$ cat src/rtl/opb_reg_bank_pkg.sv
// Shared definitions for the OPB register bank: word offsets, CTRL bit
// positions and the slave handshake state encoding.
package opb_reg_bank_pkg;

   localparam logic [5:0] W_CTRL     = 6'd0;
   localparam logic [5:0] W_SNAP_CNT = 6'd1;
   localparam logic [5:0] W_CH_BASE  = 6'd2;

   localparam int CTRL_SNAP   = 0;
   localparam int CTRL_MODE   = 1;
   localparam int CTRL_UNREAD = 8;
   localparam int CTRL_OVF    = 9;

   typedef enum logic [1:0] {
      ST_IDLE = 2'd0,
      ST_ACK  = 2'd1,
      ST_HOLD = 2'd2
   } opb_state_e;

endpackage

$ cat src/rtl/opb_slave_ack_fsm.sv
// Generic OPB slave handshake: address window decode, IDLE/ACK/HOLD sequencing,
// one-cycle xferAck and read data that is zero whenever no ack is driven.
module opb_slave_ack_fsm
   import opb_reg_bank_pkg::*;
#(
   parameter int                AWIDTH   = 32,
   parameter int                DWIDTH   = 32,
   parameter logic [AWIDTH-1:0] BASEADDR = '0,
   parameter logic [AWIDTH-1:0] HIGHADDR = '0
) (
   input  logic              clk,
   input  logic              rst_n,
   input  logic [AWIDTH-1:0] abus,
   input  logic              select,
   input  logic              rnw,
   input  logic [DWIDTH-1:0] rd_data,
   output logic              accept,
   output logic [5:0]        word_idx,
   output logic              xfer_ack,
   output logic [DWIDTH-1:0] dbus
);

   opb_state_e state;
   logic       hit;
   logic [7:0] offset;
   logic       unused_ofs;

   assign hit        = (abus >= BASEADDR) && (abus <= HIGHADDR);
   assign offset     = abus[7:0] - BASEADDR[7:0];
   assign word_idx   = offset[7:2];
   assign unused_ofs = ^offset[1:0];
   assign accept     = (state == ST_IDLE) && select && hit;

   // Read data is latched on the accept edge so a later capture cannot disturb it.
   always_ff @(posedge clk) begin
      if (!rst_n) begin
         state    <= ST_IDLE;
         xfer_ack <= 1'b0;
         dbus     <= '0;
      end else begin
         case (state)
            ST_IDLE: if (accept) begin
               state    <= ST_ACK;
               xfer_ack <= 1'b1;
               dbus     <= rnw ? rd_data : '0;
            end
            ST_ACK: begin
               state    <= ST_HOLD;
               xfer_ack <= 1'b0;
               dbus     <= '0;
            end
            ST_HOLD: if (!select) state <= ST_IDLE;
            default: begin
               state    <= ST_IDLE;
               xfer_ack <= 1'b0;
               dbus     <= '0;
            end
         endcase
      end
   end

endmodule

$ cat src/rtl/opb_register_bank_simulink2ppc.sv
// N_REGS fabric words exposed to the PowerPC over OPB, readable live or from
// an atomically captured shadow copy, with capture count and overflow status.
module opb_register_bank_simulink2ppc
   import opb_reg_bank_pkg::*;
#(
   parameter logic [31:0] C_BASEADDR   = 32'h01080000,
   parameter logic [31:0] C_HIGHADDR   = 32'h010800FF,
   parameter int          C_OPB_AWIDTH = 32,
   parameter int          C_OPB_DWIDTH = 32,
   parameter              C_FAMILY     = "virtex5",
   parameter int          N_REGS       = 4
) (
   input  logic                           OPB_Clk,
   input  logic                           OPB_Rst,
   input  logic [0:C_OPB_AWIDTH-1]        OPB_ABus,
   input  logic [0:3]                     OPB_BE,
   input  logic [0:C_OPB_DWIDTH-1]        OPB_DBus,
   input  logic                           OPB_RNW,
   input  logic                           OPB_select,
   input  logic                           OPB_seqAddr,
   output logic [0:C_OPB_DWIDTH-1]        Sl_DBus,
   output logic                           Sl_xferAck,
   output logic                           Sl_errAck,
   output logic                           Sl_retry,
   output logic                           Sl_toutSup,
   input  logic [N_REGS*C_OPB_DWIDTH-1:0] user_data_in,
   input  logic                           user_snap
);

   localparam logic [5:0] W_LAST = 6'(W_CH_BASE + N_REGS - 1);

   logic [C_OPB_AWIDTH-1:0]             addr;
   logic [C_OPB_DWIDTH-1:0]             wdata, rd_data, fsm_dbus;
   logic [N_REGS-1:0][C_OPB_DWIDTH-1:0] live_q, shadow;
   logic [C_OPB_DWIDTH-1:0]             snap_cnt;
   logic [5:0]                          word_idx;
   logic accept, xfer_ack, mode, unread, ovf;
   logic wr_ctrl, capture, rd_last, unused_in;

   assign addr      = OPB_ABus;
   assign wdata     = OPB_DBus;
   assign unused_in = ^{OPB_seqAddr, OPB_BE[0:2], wdata[C_OPB_DWIDTH-1:2]};

   opb_slave_ack_fsm #(
      .AWIDTH   (C_OPB_AWIDTH),
      .DWIDTH   (C_OPB_DWIDTH),
      .BASEADDR (C_BASEADDR),
      .HIGHADDR (C_HIGHADDR)
   ) u_fsm (
      .clk      (OPB_Clk),
      .rst_n    (OPB_Rst),
      .abus     (addr),
      .select   (OPB_select),
      .rnw      (OPB_RNW),
      .rd_data  (rd_data),
      .accept   (accept),
      .word_idx (word_idx),
      .xfer_ack (xfer_ack),
      .dbus     (fsm_dbus)
   );

   assign Sl_DBus    = fsm_dbus;
   assign Sl_xferAck = xfer_ack;
   assign Sl_errAck  = 1'b0;
   assign Sl_retry   = 1'b0;
   assign Sl_toutSup = 1'b0;

   // Only the LSB byte lane carries CTRL's writable bits.
   assign wr_ctrl = accept && !OPB_RNW && (word_idx == W_CTRL) && OPB_BE[3];
   assign capture = user_snap || (wr_ctrl && wdata[CTRL_SNAP]);
   assign rd_last = accept && OPB_RNW && (word_idx == W_LAST);

   always_comb begin
      rd_data = '0;
      if (word_idx == W_CTRL) begin
         rd_data[CTRL_MODE]   = mode;
         rd_data[CTRL_UNREAD] = unread;
         rd_data[CTRL_OVF]    = ovf;
      end else if (word_idx == W_SNAP_CNT) begin
         rd_data = snap_cnt;
      end else begin
         for (int i = 0; i < N_REGS; i++)
            if (word_idx == 6'(W_CH_BASE + i))
               rd_data = mode ? shadow[i] : live_q[i];
      end
   end

   always_ff @(posedge OPB_Clk) begin
      if (!OPB_Rst) begin
         live_q   <= '0;
         shadow   <= '0;
         snap_cnt <= '0;
         mode     <= 1'b0;
         unread   <= 1'b0;
         ovf      <= 1'b0;
      end else begin
         live_q <= user_data_in;
         if (wr_ctrl) mode <= wdata[CTRL_MODE];
         // A capture beats a coincident last-channel read so no data goes unseen.
         if (capture) begin
            shadow   <= user_data_in;
            snap_cnt <= snap_cnt + 1'b1;
            unread   <= 1'b1;
            if (unread) ovf <= 1'b1;
         end else if (rd_last) begin
            unread <= 1'b0;
         end
      end
   end

endmodule

$ cat config.mk
export PLATFORM = sky130hd
export DESIGN_NAME = opb_register_bank_simulink2ppc
export DESIGN_NICKNAME = d
export VERILOG_FILES = /design/src/rtl/opb_reg_bank_pkg.sv /design/src/rtl/opb_slave_ack_fsm.sv /design/src/rtl/opb_register_bank_simulink2ppc.sv
export SDC_FILE = /design/constraint.sdc
export NUM_CORES = 1
export LEC_CHECK = 0
export BUFFER_PORTS_ARGS = -buffer_cell sky130_fd_sc_hd__buf_2
export CORE_ASPECT_RATIO = 1.4
export CORE_MARGIN = 2
export CORE_UTILIZATION = 30
export CTS_CLUSTER_SIZE = 30
export DETAILED_ROUTE_END_ITERATION = 10
export PLACE_DENSITY_LB_ADDON = 0.12
export SLEW_MARGIN = 0
export SYNTH_ARGS = -nofsm -noshare
export SYNTH_HDL_FRONTEND = slang
export SYNTH_HIERARCHICAL = 1
export SYNTH_SLANG_ARGS = --single-unit
export TNS_END_PERCENT = 50
$ cat constraint.sdc
create_clock -name OPB_Clk -period 6.4 [get_ports OPB_Clk]
set_input_delay 1.28 -clock OPB_Clk [delete_from_list [all_inputs] [get_ports OPB_Clk]]
set_output_delay 1.28 -clock OPB_Clk [all_outputs]
set_load 0.1 [all_outputs]
# Word level (Yosys, flattened, before mapping)
# Index checks and enable logic that the tools add are counted.
# word_totals
ff_bits	326
in_bits	202
# op_classes
n_eq_ne	9
reduce_logical	17
muxes	24
add_sub_neg	1
bitwise	1
n_lt_le_gt_ge	2
# ops
cell	count
two-way mux 32 bit	11
case mux 32 bit (2 select lines)	1
adder 32 x 1 -> 32 bit (second input constant)	1
greater-or-equal comparator 32 x 25 -> 1 bit (second input constant)	1
less-or-equal comparator 32 x 25 -> 1 bit (second input constant)	1
two-way mux 22 bit	1
equality test 6 x 2 -> 1 bit (second input constant)	2
equality test 6 x 3 -> 1 bit (second input constant)	2
logical AND 1 bit	9
equality test 6 x 1 -> 1 bit (second input constant)	1
logical NOT 6 bit	1
two-way mux 2 bit	3
two-way mux 6 bit	1
case mux 2 bit (3 select lines)	1
AND reduction 2 bit	3
two-way mux 1 bit	5
inequality test 2 bit (second input constant)	2
equality test 2 x 1 -> 1 bit (second input constant)	1
equality test 2 bit (second input constant)	1
logical NOT 2 bit	1
case mux 1 bit (2 select lines)	1
nonzero test 2 bit	1
logical NOT 1 bit	1
logical OR 1 bit	1
NOT 1 bit	1

# Longest topological paths before layout
# depth
depth_word	10
mapped_depth	11
mapped_depth_nobuf	7

# Modules after synthesis
# Netlist, hierarchy kept.
# by_module_without_submodules
mod	area_per_inst_um2	n_inst	seq_area_each_um2	cells_per_inst
opb_register_bank_simulink2ppc	11841.4	1	5825.6	1286
opb_slave_ack_fsm	1586.5	1	700.7	166

# Worst setup path after synthesis
# No wires, ideal clock.
# synth_path
kind	input to register
from	input OPB_ABus[8] in the netlist's numbering
to	register snap_cnt[24]
cell_stages	9
required_ns	6.330
arrival_ns	3.368
setup_slack_ns	2.961
cell_sequence	nor4b_1 -> nand4_2 -> nor2_8 -> buf_12 -> and4b_1 -> a31oi_2 -> buf_2 -> or4_1 -> a21oi_1
# synth_via
elab_chain_len	8
elab_cells_between_ends	9
cone_classes	order compare (2); reduce/logical (7)
# synth_rtl
element	line	source
start, declared	opb_register_bank_simulink2ppc.sv:15	input logic [0:C_OPB_AWIDTH-1] OPB_ABus,
greater-or-equal comparator 32 x 25 -> 1 bit / less-or-equal comparator 32 x 25 -> 1 bit (equally long branches)	opb_slave_ack_fsm.sv:28	assign hit = (abus >= BASEADDR) && (abus <= HIGHADDR);
logical AND 1 bit *	opb_slave_ack_fsm.sv:28	
logical AND 1 bit *	opb_slave_ack_fsm.sv:32	assign accept = (state == ST_IDLE) && select && hit;
via accept	opb_register_bank_simulink2ppc.sv:37	logic accept, xfer_ack, mode, unread, ovf;
logical AND 1 bit * (3 in series)	opb_register_bank_simulink2ppc.sv:69	assign wr_ctrl = accept && !OPB_RNW && (word_idx == W_CTRL) && OPB_BE[3];
logical AND 1 bit *	opb_register_bank_simulink2ppc.sv:70	assign capture = user_snap || (wr_ctrl && wdata[CTRL_SNAP]);
logical OR 1 bit *	opb_register_bank_simulink2ppc.sv:70	
end signal, assigned	opb_register_bank_simulink2ppc.sv:102	snap_cnt <= snap_cnt + 1'b1;
end, declared	opb_register_bank_simulink2ppc.sv:35	logic [C_OPB_DWIDTH-1:0] snap_cnt;
# Mark *: on every way through the listed nets, which the timed path passes. The rest lies on a longest branch.
# A chain may end at the register's enable or synchronous reset.

# Final worst setup path
# layout_path
from	input OPB_ABus[8] in the netlist's numbering
to	register shadow[1] in the netlist's numbering
# layout_via
elab_chain_len	8
elab_cells_between_ends	9
cone_classes	order compare (2); reduce/logical (7)
# layout_rtl
element	line	source
greater-or-equal comparator 32 x 25 -> 1 bit / less-or-equal comparator 32 x 25 -> 1 bit (equally long branches)	opb_slave_ack_fsm.sv:28	
logical AND 1 bit *	opb_slave_ack_fsm.sv:28	
logical AND 1 bit *	opb_slave_ack_fsm.sv:32	
via accept	opb_register_bank_simulink2ppc.sv:37	
logical AND 1 bit * (3 in series)	opb_register_bank_simulink2ppc.sv:69	
logical AND 1 bit *	opb_register_bank_simulink2ppc.sv:70	
logical OR 1 bit *	opb_register_bank_simulink2ppc.sv:70	
end signal, assigned	opb_register_bank_simulink2ppc.sv:101	shadow <= user_data_in;
end, declared	opb_register_bank_simulink2ppc.sv:34	logic [N_REGS-1:0][C_OPB_DWIDTH-1:0] live_q, shadow;
# Marked as above.

==> flow_summary_export.csv <==
group,metric,value,unit
sta,final_max_slew_viol_count,0,
hold_path,hold_path_class,"flop to flop",
setup_path,path_delay_family,"simple AND/OR/NAND/NOR gates",
place,dp_hpwl,25500,um
logic_synthesis,syn_avg_cell_area,9.25,um2
routing,drc,0,
sta,hold_violations,0,
floorplan,dieWidth,183,um
final_layout,num_antenna_cells,0,
routing,drt_iter0_markers,415,
cts,cts_setup_buffers,0,
routing,routed_wl,39600,um
sta,finalSetupViolCount,0,
floorplan,coreArea,44200,um2
final_layout,syn2layout_area_growth,18.8,%
flow_run,cap_violations,0,
logic_synthesis,ys_top_cells_by_area,"dfxtp_1 (49%), nand2_1 (10%), and2_1 (6.4%)",
final_layout,stdcell_area,16000,um2
setup_path,ff2ff_path_depth,8,
setup_path,crit_path_max_incr_delay,0.84,ns
grt,grt_max_degree,87,
cts,clock_latency,0.53,ns
setup_path,path_max_fanout,68,
sta,max_freq,287,MHz
cts,ctsResizeCount,0,
floorplan,start_util,30.4,%
setup_path,required,6.84,ns
cts,numCtsBuffers,36,
routing,firstDrtPassIters,5,
floorplan,die_h,254,um
setup_path,cp.arrival,3.93,ns
logic_synthesis,synth_warnings,6,
logic_synthesis,synth_top_area_share,48.6,%
cts,cts_tree,"done",
sta,timing.final.crit_share,54.5,%
setup_path,reg2reg_from,"u_fsm/state[1]",
cts,cts_root_buf,"clkbuf_16",
setup_path,worstSetupEndpoint,"shadow[1]",
run_status,outcome,"completed",
logic_synthesis,syn-instance-count,1452,
grt,grt_overflow_total,0,
setup_path,cp.depth,9,
pwr,ir_drop,0.154,mV
cts,cts_hold_buf,0,
setup_path,worstSetupStartpointType,"input port",
pwr,power_density,291,nW/um2
setup_path,critical_path_class,"input port to flop",
floorplan,ios,238,
routing,ant_nets,0,
place,dpl_cell_area,14700,um2
grt,first_global_vias,10500,
logic_synthesis,yosysUniqueCellTypes,51,
place,place_congestion,0.759,
cts,htreeDepth,2,
final_layout,layout_commonest_cell,"nand2_1",
final_layout,layout-drive-gt1-share,21.7,%
logic_synthesis,yosys.area.top_type,"dfxtp_1",
floorplan,fp-row-count,91,
logic_synthesis,ys_seq_area_share,48.6,%
final_layout,register_area,6530,um2
cts,cts_num_sinks,326,
sta,worstMarginPinSlew,1.03,ns
grt,grt_use_total,17.0,%
sta,skew,0.0117,ns
setup_path,cp-end-kind,"flop",
final_layout,nNetsFinal,1787,
setup_path,worstSetupStartpoint,"OPB_ABus[8]",
routing,vias_per_cell,4.85,
sta,finalCriticalPeriod,3.49,ns
sta,relSlewSlack,31.3,%
pwr,p_total,0.00465,W
setup_path,crit_chain,"buf_2 -> nor4b_1 -> nand4_2 -> nor2_8 -> and4b_1 -> a31o_4 -> buf_12 -> nand2_1 -> a21oi_1",
final_layout,final_cell_mix,"nand2_1 (373), dfxtp_1 (325), buf_2 (197)",
sta,fin_setup_tns,0,ns
pwr,power_leakage,6.03,nW
setup_path,cp_num_buf_inv,2,
final_layout,multi_input_area,6330,um2
sta,rsz0062_at_grt,"no",
grt,grt_pass1_wl,61500,um
setup_path,worstReg2RegEnd,"shadow[1]",
cts,cts_buffer_depth,3,
logic_synthesis,netlist_area,13400,um2
setup_path,slowest_stage,"a31o_4",
logic_synthesis,ys_ff_latch,326,
floorplan,die_area,46500,um2
routing,wire_per_inst,18.2,um
routing,vias,10500,
cts,clk_pin_slew,0.06,ns
setup_path,reg2reg_slack,3.44,ns
grt,antenna_found_initial,3,
final_layout,fillers,4618,
place,portBuffers,198,
logic_synthesis,synth_enable_flop_cells,0,
logic_synthesis,synthFlopType,"dfxtp_1",
logic_synthesis,synth-async-reset-ratio,0,%
-- final cells by class --
class | count | share of cell area (%)
clock buffers | 53 | 6.75
clock inverters | 12 | 1.07
inverters | 3 | 0.0863
multi-input cells | 1004 | 39.7
flip-flops and latches | 326 | 40.9
well taps | 558 | 4.38
repair buffers | 213 | 7.09
-- worst min path at each step --
stage	from	endpoint	slack (ns)	depth (start not counted)
finish	shadow[74]	shadow[74]	0.45	2
global route	shadow[78]	shadow[78]	0.46	2
CTS	shadow[34]	shadow[34]	0.45	2
detailed placement	shadow[94]	shadow[94]	0.44	2
global placement	shadow[92]	shadow[92]	0.44	2
floorplan	shadow[64]	shadow[64]	0.43	2
-- report_power, final --
group	leakage, nW	internal, W	switching (W)
logic	2.73	0.000133	0.000182
registers	2.69	0.00212	0.0000327
clock network	0.614	0.00133	0.000851
-- synthesized netlist by cell type, drive strengths merged, types with 9 or more instances --
cell type / n
a21oi: 151
a22oi: 30
and2: 137
buf: 51
clkbuf: 70
dfxtp: 326
mux2: 31
mux2i: 74
mux4: 32
nand2: 373
nand2b: 10
nand3: 24
nand4: 13
nor4: 13
o211ai: 31
o21ai: 9
o31ai: 13
or4: 13
-- flip-flops by register name, summed over array words and instances, names as in the netlist --
register	count
u_fsm/dbus	32
shadow	128
mode	1
snap_cnt	32
live_q	128
u_fsm/xfer_ack	1
ovf	1
u_fsm/state	2
unread	1
-- metrics by stage --
stage	util, %	hold WS, ns	setup slack, ns	cells
after global routing	36.1	0.463	2.65	2169
final	36.1	0.445	2.91	2169
after global placement	33.3	0.435	2.32	2104
after CTS	36.1	0.448	2.86	2169
after detailed placement	33.3	0.439	2.31	2104
after floorplan	-	0.428	2.96	1454
-- per-layer routing --
| metal | part of all wire (%) | vias to the layer above | track usage (%) | wire length (um) |
|---|---|---|---|---|
| met3 | 3.8 | 50 | 2.23 | 1500 |
| met1 | 46 | 5020 | 22.5 | 18000 |
| met5 | 0 | - | 0 | 0 |
| met2 | 49 | 206 | 29.1 | 19300 |
| li1 | - | 5236 | - | - |
| met4 | 1.9 | 0 | 4.48 | 748 |
-- kinds of logic (layout without fill, tap and decap cells) --
logic type               count (synthesis)  count (layout)  share of synthesized area, %
multiplexers                           137             137                          13.5
other                                    1               3                        0.0279
buffers and inverters                  124             281                          4.45
XOR/XNOR                                 1               1                        0.0652
AND/OR/NAND/NOR                        619             619                          22.6
adder cells (fa/ha/maj)                  1               1                        0.0932
AO/OA/AOI/OAI                          243             243                          10.7
flip-flops                             326             326                          48.6
-- worst register-to-register path: cells and delay by family (launching register included) --
family / cells / cell delay [ns]
AO/OA/AOI/OAI: 2 / 1.01
buffers and inverters: 1 / 0.41
flip-flops: 1 / 0.37
AND/OR/NAND/NOR: 5 / 1.10
(Power assumes the default switching activity.)
